`config.mk`:
```
export PLATFORM = sky130hd
export DESIGN_NAME = id_inst_queue_ctrl
export DESIGN_NICKNAME = d
export VERILOG_FILES = /design/src/rtl/id_inst_queue_ctrl.sv
export SDC_FILE = /design/constraint.sdc
export NUM_CORES = 1
export LEC_CHECK = 0
export CORE_MARGIN = 2
export CORE_UTILIZATION = 49
export DETAILED_ROUTE_END_ITERATION = 12
export HOLD_SLACK_MARGIN = 0.05
export PLACE_DENSITY = 0.78
export SETUP_SLACK_MARGIN = 0.5
export SYNTH_ARGS = -nofsm -noshare
export SYNTH_HDL_FRONTEND = slang
export SYNTH_SLANG_ARGS = --single-unit
```
`constraint.sdc`:
```
create_clock -name clk -period 6.3 [get_ports clk]
set_input_delay 1.26 -clock clk [delete_from_list [all_inputs] [get_ports clk]]
set_output_delay 1.26 -clock clk [all_outputs]
set_load 0.1 [all_outputs]
```
`src/rtl/id_inst_queue_ctrl.sv`:
```
// Decode-entry instruction queue for the ID stage.
// Two-slot FIFO with an occupancy FSM, load-use hazard detection,
// redirect flush and a saturating hazard-stall counter.
module id_inst_queue_ctrl #(
   parameter int INST_W = 32,
   parameter int PC_W   = 32,
   parameter int HCNT_W = 16
) (
   input  logic              clk,
   input  logic              rst,
   input  logic              if_valid,
   input  logic [INST_W-1:0] if_inst,
   input  logic [PC_W-1:0]   if_pc,
   output logic              if_ready,
   input  logic              flush,
   input  logic              ex_ld_valid,
   input  logic [4:0]        ex_ld_rd,
   input  logic              ex_ready,
   output logic              id_valid,
   output logic [INST_W-1:0] id_inst,
   output logic [PC_W-1:0]   id_pc,
   output logic              id_stall,
   output logic [HCNT_W-1:0] hz_count
);

   localparam logic [1:0] S_EMPTY = 2'd0;
   localparam logic [1:0] S_ONE   = 2'd1;
   localparam logic [1:0] S_FULL  = 2'd2;
   localparam logic [INST_W-1:0] NOP_INST = INST_W'(32'h0000_0013);

   logic [1:0]        state_q, state_d;
   logic              head_q, head_d;
   logic [HCNT_W-1:0] hz_cnt_q, hz_cnt_d;
   logic [INST_W-1:0] slot_inst_q [2];
   logic [PC_W-1:0]   slot_pc_q   [2];

   logic              push, pop, hz, tail;
   logic              uses_rs1, uses_rs2;
   logic [INST_W-1:0] head_inst;
   logic [PC_W-1:0]   head_pc;
   logic [6:0]        opcode;
   logic [4:0]        rs1, rs2;

   // Head selection, tail position and handshakes
   assign head_inst = slot_inst_q[head_q];
   assign head_pc   = slot_pc_q[head_q];
   assign opcode    = head_inst[6:0];
   assign rs1       = head_inst[19:15];
   assign rs2       = head_inst[24:20];
   assign tail      = head_q ^ (state_q == S_ONE);
   assign push      = if_valid & if_ready;
   assign pop       = id_valid & ex_ready;

   // Decode which source registers the head instruction reads
   always_comb begin
      uses_rs1 = 1'b0;
      uses_rs2 = 1'b0;
      case (opcode)
         7'b0110011, 7'b0100011, 7'b1100011: begin
            uses_rs1 = 1'b1;
            uses_rs2 = 1'b1;
         end
         7'b0010011, 7'b0000011, 7'b1100111: uses_rs1 = 1'b1;
         default: ;
      endcase
   end

   // Load-use hazard: head reads the register the load in EX is writing
   always_comb begin
      hz = ex_ld_valid & (ex_ld_rd != 5'd0) & (state_q != S_EMPTY) &
           ((uses_rs1 & (rs1 == ex_ld_rd)) | (uses_rs2 & (rs2 == ex_ld_rd)));
   end

   // Occupancy state, head pointer and stall counter registers
   always_ff @(posedge clk or posedge rst) begin
      if (rst) begin
         state_q  <= S_EMPTY;
         head_q   <= 1'b0;
         hz_cnt_q <= '0;
      end else begin
         state_q  <= state_d;
         head_q   <= head_d;
         hz_cnt_q <= hz_cnt_d;
      end
   end

   // Next occupancy state; flush overrides any push or pop
   always_comb begin
      state_d = state_q;
      head_d  = head_q ^ pop;
      if (flush) begin
         state_d = S_EMPTY;
         head_d  = 1'b0;
      end else begin
         case (state_q)
            S_EMPTY: if (push) state_d = S_ONE;
            S_ONE: begin
               if (push && !pop)      state_d = S_FULL;
               else if (pop && !push) state_d = S_EMPTY;
            end
            S_FULL:  if (pop) state_d = S_ONE;
            default: state_d = S_EMPTY;
         endcase
      end
   end

   // Saturating count of hazard cycles, independent of flush
   always_comb begin
      hz_cnt_d = hz_cnt_q;
      if (hz && (hz_cnt_q != {HCNT_W{1'b1}})) hz_cnt_d = hz_cnt_q + HCNT_W'(1);
   end

   // Slot payload writes at the tail; data is not reset
   always_ff @(posedge clk) begin
      if (push) begin
         slot_inst_q[tail] <= if_inst;
         slot_pc_q[tail]   <= if_pc;
      end
   end

   // Outputs: masked to a NOP / zero PC when the queue is empty
   always_comb begin
      if_ready = (state_q != S_FULL) & ~flush;
      id_valid = (state_q != S_EMPTY) & ~hz & ~flush;
      id_stall = hz;
      id_inst  = NOP_INST;
      id_pc    = '0;
      if (state_q != S_EMPTY) begin
         id_inst = head_inst;
         id_pc   = head_pc;
      end
      hz_count = hz_cnt_q;
   end

endmodule

```
Yosys cells after proc, flatten, opt, wreduce, memory -nomap -nowiden
Memories as Yosys holds them, arrays and structs flattened.
Cells that the tools add are included.
Widths: inputs -> output; s select.
Storage, ports and cells
  register bits after elaboration: 19
  bits in latches: 0
  bits in writable memories: 128
  memory bits (read-only): 0
  logic and storage cells: 60
  memories: 2
Memory list
  slot_inst_q: depth 2, bits a word 32, read ports 1, clocked after Yosys merged registers in 0, write ports 1, RTL line 34  | logic [INST_W-1:0] slot_inst_q [2];
  slot_pc_q: depth 2, bits a word 32, read ports 1, clocked after Yosys merged registers in 0, write ports 1, RTL line 35  | logic [PC_W-1:0] slot_pc_q [2];
Operators by class
  add/subtract/negate cells: 1
  $mul: 0
  div/mod/pow operators: 0
  order comparisons: 0
  equality and inequality tests: 15
  shifts and indexed selects: 0
  multiplexer cells: 13
  bitwise operators: 15
  reductions and logical operators: 11
Operators with widths (number)
  $mux 32: 2
  $add 16x1->16 const B: 1
  $ne 16x16->1 const B: 1
  $eq 7x6->1 const B: 2
  $eq 7x7->1 const B: 2
  $and 1x1->1: 10
  $eq 5x5->1: 2
  $mux 2: 5
  $eq 7x2->1 const B: 1
  $eq 7x5->1 const B: 1
  $ne 3x3->1 const B: 2
  $pmux 2 s3: 1
  $reduce_or 6->1: 1
  $mux 1: 5
  $reduce_bool 5->1: 1
  $ne 4x2->1 const B: 1
  $logic_and 1x1->1: 3
  $reduce_and 3->1: 1
  $reduce_or 3->1: 1
  $eq 2x1->1 const B: 1
  $eq 2x2->1 const B: 1
  $logic_not 1->1: 2
  $logic_not 2->1: 1
  $ne 2x2->1 const B: 1
  other kinds (4): 6

Depth between registers and ports, before layout
An unclocked memory read counts as a cell.
  word-level depth: 16
  depth in mapped cells: 11
  mapped depth without buffers: 9

Least setup slack after synthesis
Ideal clock, no wire load.
  path type: input port to flip-flop
  start point: in flush
  end point: mem slot_inst_q[1][0] (enable)
  library setup time: 0.494 ns
  arrival time: 5.714 ns
  path slack: 0.092 ns
  cell stages on the path: 3
  path buffers: 0
  path through: nor2_1 -> and2_1 -> nor2b_1
Between the ends
  word-level cells in the longest chain between the ends: 5
RTL lines
  start: declaration: RTL line 15  | input logic flush,
  $not 1->1: RTL line 123  | if_ready = (state_q != S_FULL) & ~flush;
  $and 1x1->1: RTL line 123
  $and 1x1->1: RTL line 51  | assign push = if_valid & if_ready;
  $mux 1: RTL line 115  | if (push) begin
  $mux 1 (not written as such): RTL line 116  | slot_inst_q[tail] <= if_inst;
  end: declaration: RTL line 34
Every way passes these cells.

Worst setup path after layout
  start point: reg head_q
  end point: out id_stall
Between the ends
  word-level cells in the longest chain between the ends: 7
  elaborated cells on any way between the ends: 17
  those cells by class: eq/ne (8); mux (2); bitwise (4); reduce/logical (2); memory (1)
RTL lines
  start: declaration: RTL line 32  | logic head_q, head_d;
  start signal: assignment: RTL line 78  | head_q <= 1'b0;
  start signal: assignment: RTL line 82  | head_q <= head_d;
  $mem_v2 2x32 *
  $eq 7x6->1 (tied with other cells): RTL line 58  | case (opcode)
  $reduce_or 6->1 (no source line) or $reduce_or 3->1 (tied branches)
  $mux 1: RTL line 58
  $and 1x1->1: RTL line 71  | ((uses_rs1 & (rs1 == ex_ld_rd)) | (uses_rs2 & (rs2 == ex_ld_rd)));
  $or 1x1->1 *: RTL line 71
  $and 1x1->1 *: RTL line 70  | hz = ex_ld_valid & (ex_ld_rd != 5'd0) & (state_q != S_EMPTY) &
  end: declaration: RTL line 22  | output logic id_stall,
Mark *: on every way between the ends. The rest lies on a longest branch, timed or not.

==> results_dict.tcl <==
set metrics [dict create \
    status "finished, final reports clean" \
    ctsResizeCount 0 \
    cts_tree "done" \
    design.core.area_um2 12520 \
    antenna_found_initial 0 \
    drc_errors 0 \
    drv_slew 0 \
    dpl_worst_slack_ps 1391 \
    fin_crit_ps 5021 \
    syn_area_um2 6215 \
    rsz0062_at_grt "no" \
    rows 41 \
    worst_setup_path_start_kind "flip-flop" \
    dp.final_hpwl_um 9041 \
    setup_viol 0 \
    irDropWorstVdd_uv 199.3 \
    yosysMostFrequentCell "edfxtp_1" \
    yosys_register_bits 147 \
    rr_startpoint "head_q" \
    synth_nets 494 \
    relSlewSlack_pct 30.47 \
    pin_count 158 \
    drtPass1Iterations 5 \
    synth.distinct_cells 45 \
    clk_pin_slew_ps 60 \
    regToRegEndpoint "state_q[1]" \
    hold_slack_ps 491.9 \
    p_leak_nw 3.005 \
    die_x_um 116.6 \
    avgSynthCellArea_um2 14.90 \
    area_growth_pct 36.40 \
    ys_seq_area_share_pct 69.50 \
    power.density_nw_per_um2 311.4 \
    route.vias.total 3991 \
    finClkSkew_ps 13.22 \
    register_area_um2 4323 \
    worst_hold_path_type "reg2reg" \
    ctsRootBufferMaster "clkbuf_16" \
    clk_latency_ps 410 \
    fp.dieH_um 116.6 \
    overflow 0 \
    postRouteWirelength_um 13500 \
    viasPerCell 5.279 \
    fin_crit_sh_pct 79.70 \
    worstPathMaxFanout 45 \
    dp.cells 728 \
    arrival_ps 3760 \
    grt_usage_pct 20.42 \
    grt_pass1_vias 4117 \
    hold_viol_final 0 \
    ys_top_cells_by_area "edfxtp_1 (62%), mux2i_1 (10%), dfrtp_1 (7.7%)" \
    drt_iter0_markers 318 \
    synth-async-reset-ratio_pct 12.93 \
    multiInputGateArea_um2 1774 \
    grt_max_degree 49 \
    ys.flop_type "edfxtp_1" \
    wl_per_cell_um 17.86 \
    rrSetupSlack_ps 2310 \
    dieArea_um2 13600 \
    htreeDepth 4 \
    reg2reg_depth 9 \
    cts_setup_buffers 0 \
    cts_made_buffers 17 \
    synth_edf_count 128 \
    cts_num_sinks 147 \
    final_nets 652 \
    fmax_ghz 0.1992 \
    ant_nets 0 \
    cp.required_ps 5040 \
    cp-end-kind "output pin" \
    startpoint "head_q" \
    yosysTopAreaCellShare_pct 61.85 \
    drive_gt1_share_pct 8.904 \
    fill_cells 890 \
    syn_inst 417 \
    netlist.top_cell.by_area "edfxtp_1" \
    grt_pass1_wl_um 20580 \
    antenna_cells 0 \
    tns_ps 0 \
    worst_slew_pin_slew_ps 1040 \
    layout_setup_ws_ps 1279 \
    cts_hold_buf 0 \
    critPathKind "reg2out" \
    clock_path_buffers 2 \
    crit_end "id_stall" \
    stdcell_count 756 \
    cap_violations 0 \
    synth_commonest_cells "edfxtp_1 (128), mux2i_1 (64), nor2_1 (64), xor2_1 (21), dfrtp_1 (19)" \
    start_util_pct 49.65 \
    gp_congestion 0.8898 \
    power_mw 2.640 \
    io_buffers 157 \
    ys_warn_count 0 \
]
-- worst min-delay path by stage --
| stage | from | endpoint | slack (ps) | cells past startpoint |
|---|---|---|---|---|
| after CTS | hz_count[7] | hz_count[7] | 500 | 1 |
| after floorplan | state_q[1] | state_q[0] | 500 | 1 |
| after global routing | hz_count[7] | hz_count[7] | 520 | 1 |
| final | hz_count[7] | hz_count[7] | 490 | 1 |
| after detailed placement | hz_count[7] | hz_count[7] | 490 | 1 |
| after global placement | hz_count[7] | hz_count[7] | 480 | 1 |
-- sequential cells by signal, summed over array words and instances, names as in the netlist --
signal       count
head_q           1
hz_count        16
slot_inst_q     64
slot_pc_q       64
state_q          2
-- where the power goes --
group,leakage [nW],total (mW),internal (mW),switching (mW)
Sequential,1.43,1.14,1.12,0.0243
Clock,0.271,0.951,0.606,0.345
Combinational,1.30,0.546,0.158,0.388
Total,3.00,2.64,1.88,0.757
-- placed cells by master (no fill, tap or decap), drive strengths merged --
| cell type | instances |
|---|---|
| o211ai | 1 |
| clkinv | 6 |
| nor3b | 1 |
| o2111ai | 1 |
| nand4 | 11 |
| clkdlybuf4s50 | 155 |
| ha | 2 |
| and2 | 5 |
| nor3 | 2 |
| nand3 | 9 |
| and4b | 1 |
| xor2 | 21 |
| or4 | 2 |
| mux2i | 65 |
| edfxtp | 128 |
| inv | 5 |
| a211oi | 1 |
| a31oi | 1 |
| dfrtp | 19 |
| nand2 | 9 |
| xnor2 | 5 |
| nor2b | 3 |
| or2 | 1 |
| nor2 | 64 |
| nor4bb | 1 |
| o311ai | 1 |
| mux2 | 2 |
| a311o | 1 |
| nor4b | 1 |
| nor4 | 1 |
| o32ai | 1 |
| and4 | 2 |
| o32a | 1 |
| o21ai | 1 |
| buf | 6 |
| bufinv | 3 |
| a21oi | 18 |
| clkbuf | 19 |
| and3 | 8 |
-- metrics by stage --
step | utilization (%) | area [um2]
after floorplan | - | 6222
after global placement | 63.33 | 7928
after detailed placement | 63.33 | 7928
after CTS | 67.72 | 8477
after global routing | 67.72 | 8477
final | 67.72 | 8477
-- critical path, stage by stage, from the launching register on --
cell and delay, ps:
dfrtp_4 730, buf_4 680, and4b_1 280, a31oi_1 50
nor2_1 710, inv_1 270, a21oi_2 270, buf_4 340
-- kinds of logic after synthesis --
kind of cell | count (synthesis) | share of synthesized area, %
buf+inv | 27 | 2.295
mux | 67 | 11.03
fa+ha+maj | 2 | 0.4026
simple gates | 121 | 9.704
xor+xnor | 26 | 3.664
compound gates | 27 | 3.403
flops | 147 | 69.50
-- final cells by class --
class | count | area share [%]
Sequential cell | 147 | 51.00
Multi-Input combinational cell | 243 | 20.93
Timing Repair Buffer | 161 | 18.83
Clock buffer | 19 | 5.107
Tap cell | 172 | 2.539
Clock inverter | 9 | 1.373
Inverter | 5 | 0.2214
-- metal layers --
layer	vias up	share of wire [%]	wire [um]	global-route usage, %
met2	177	49	6589	32.33
li1	1878	-	-	-
met4	0	1.6	212	8.471
met5	-	0	0	0
met3	24	8.3	1126	7.940
met1	1912	41	5572	25.31
Note: power is estimated with default switching activity, not from simulation.
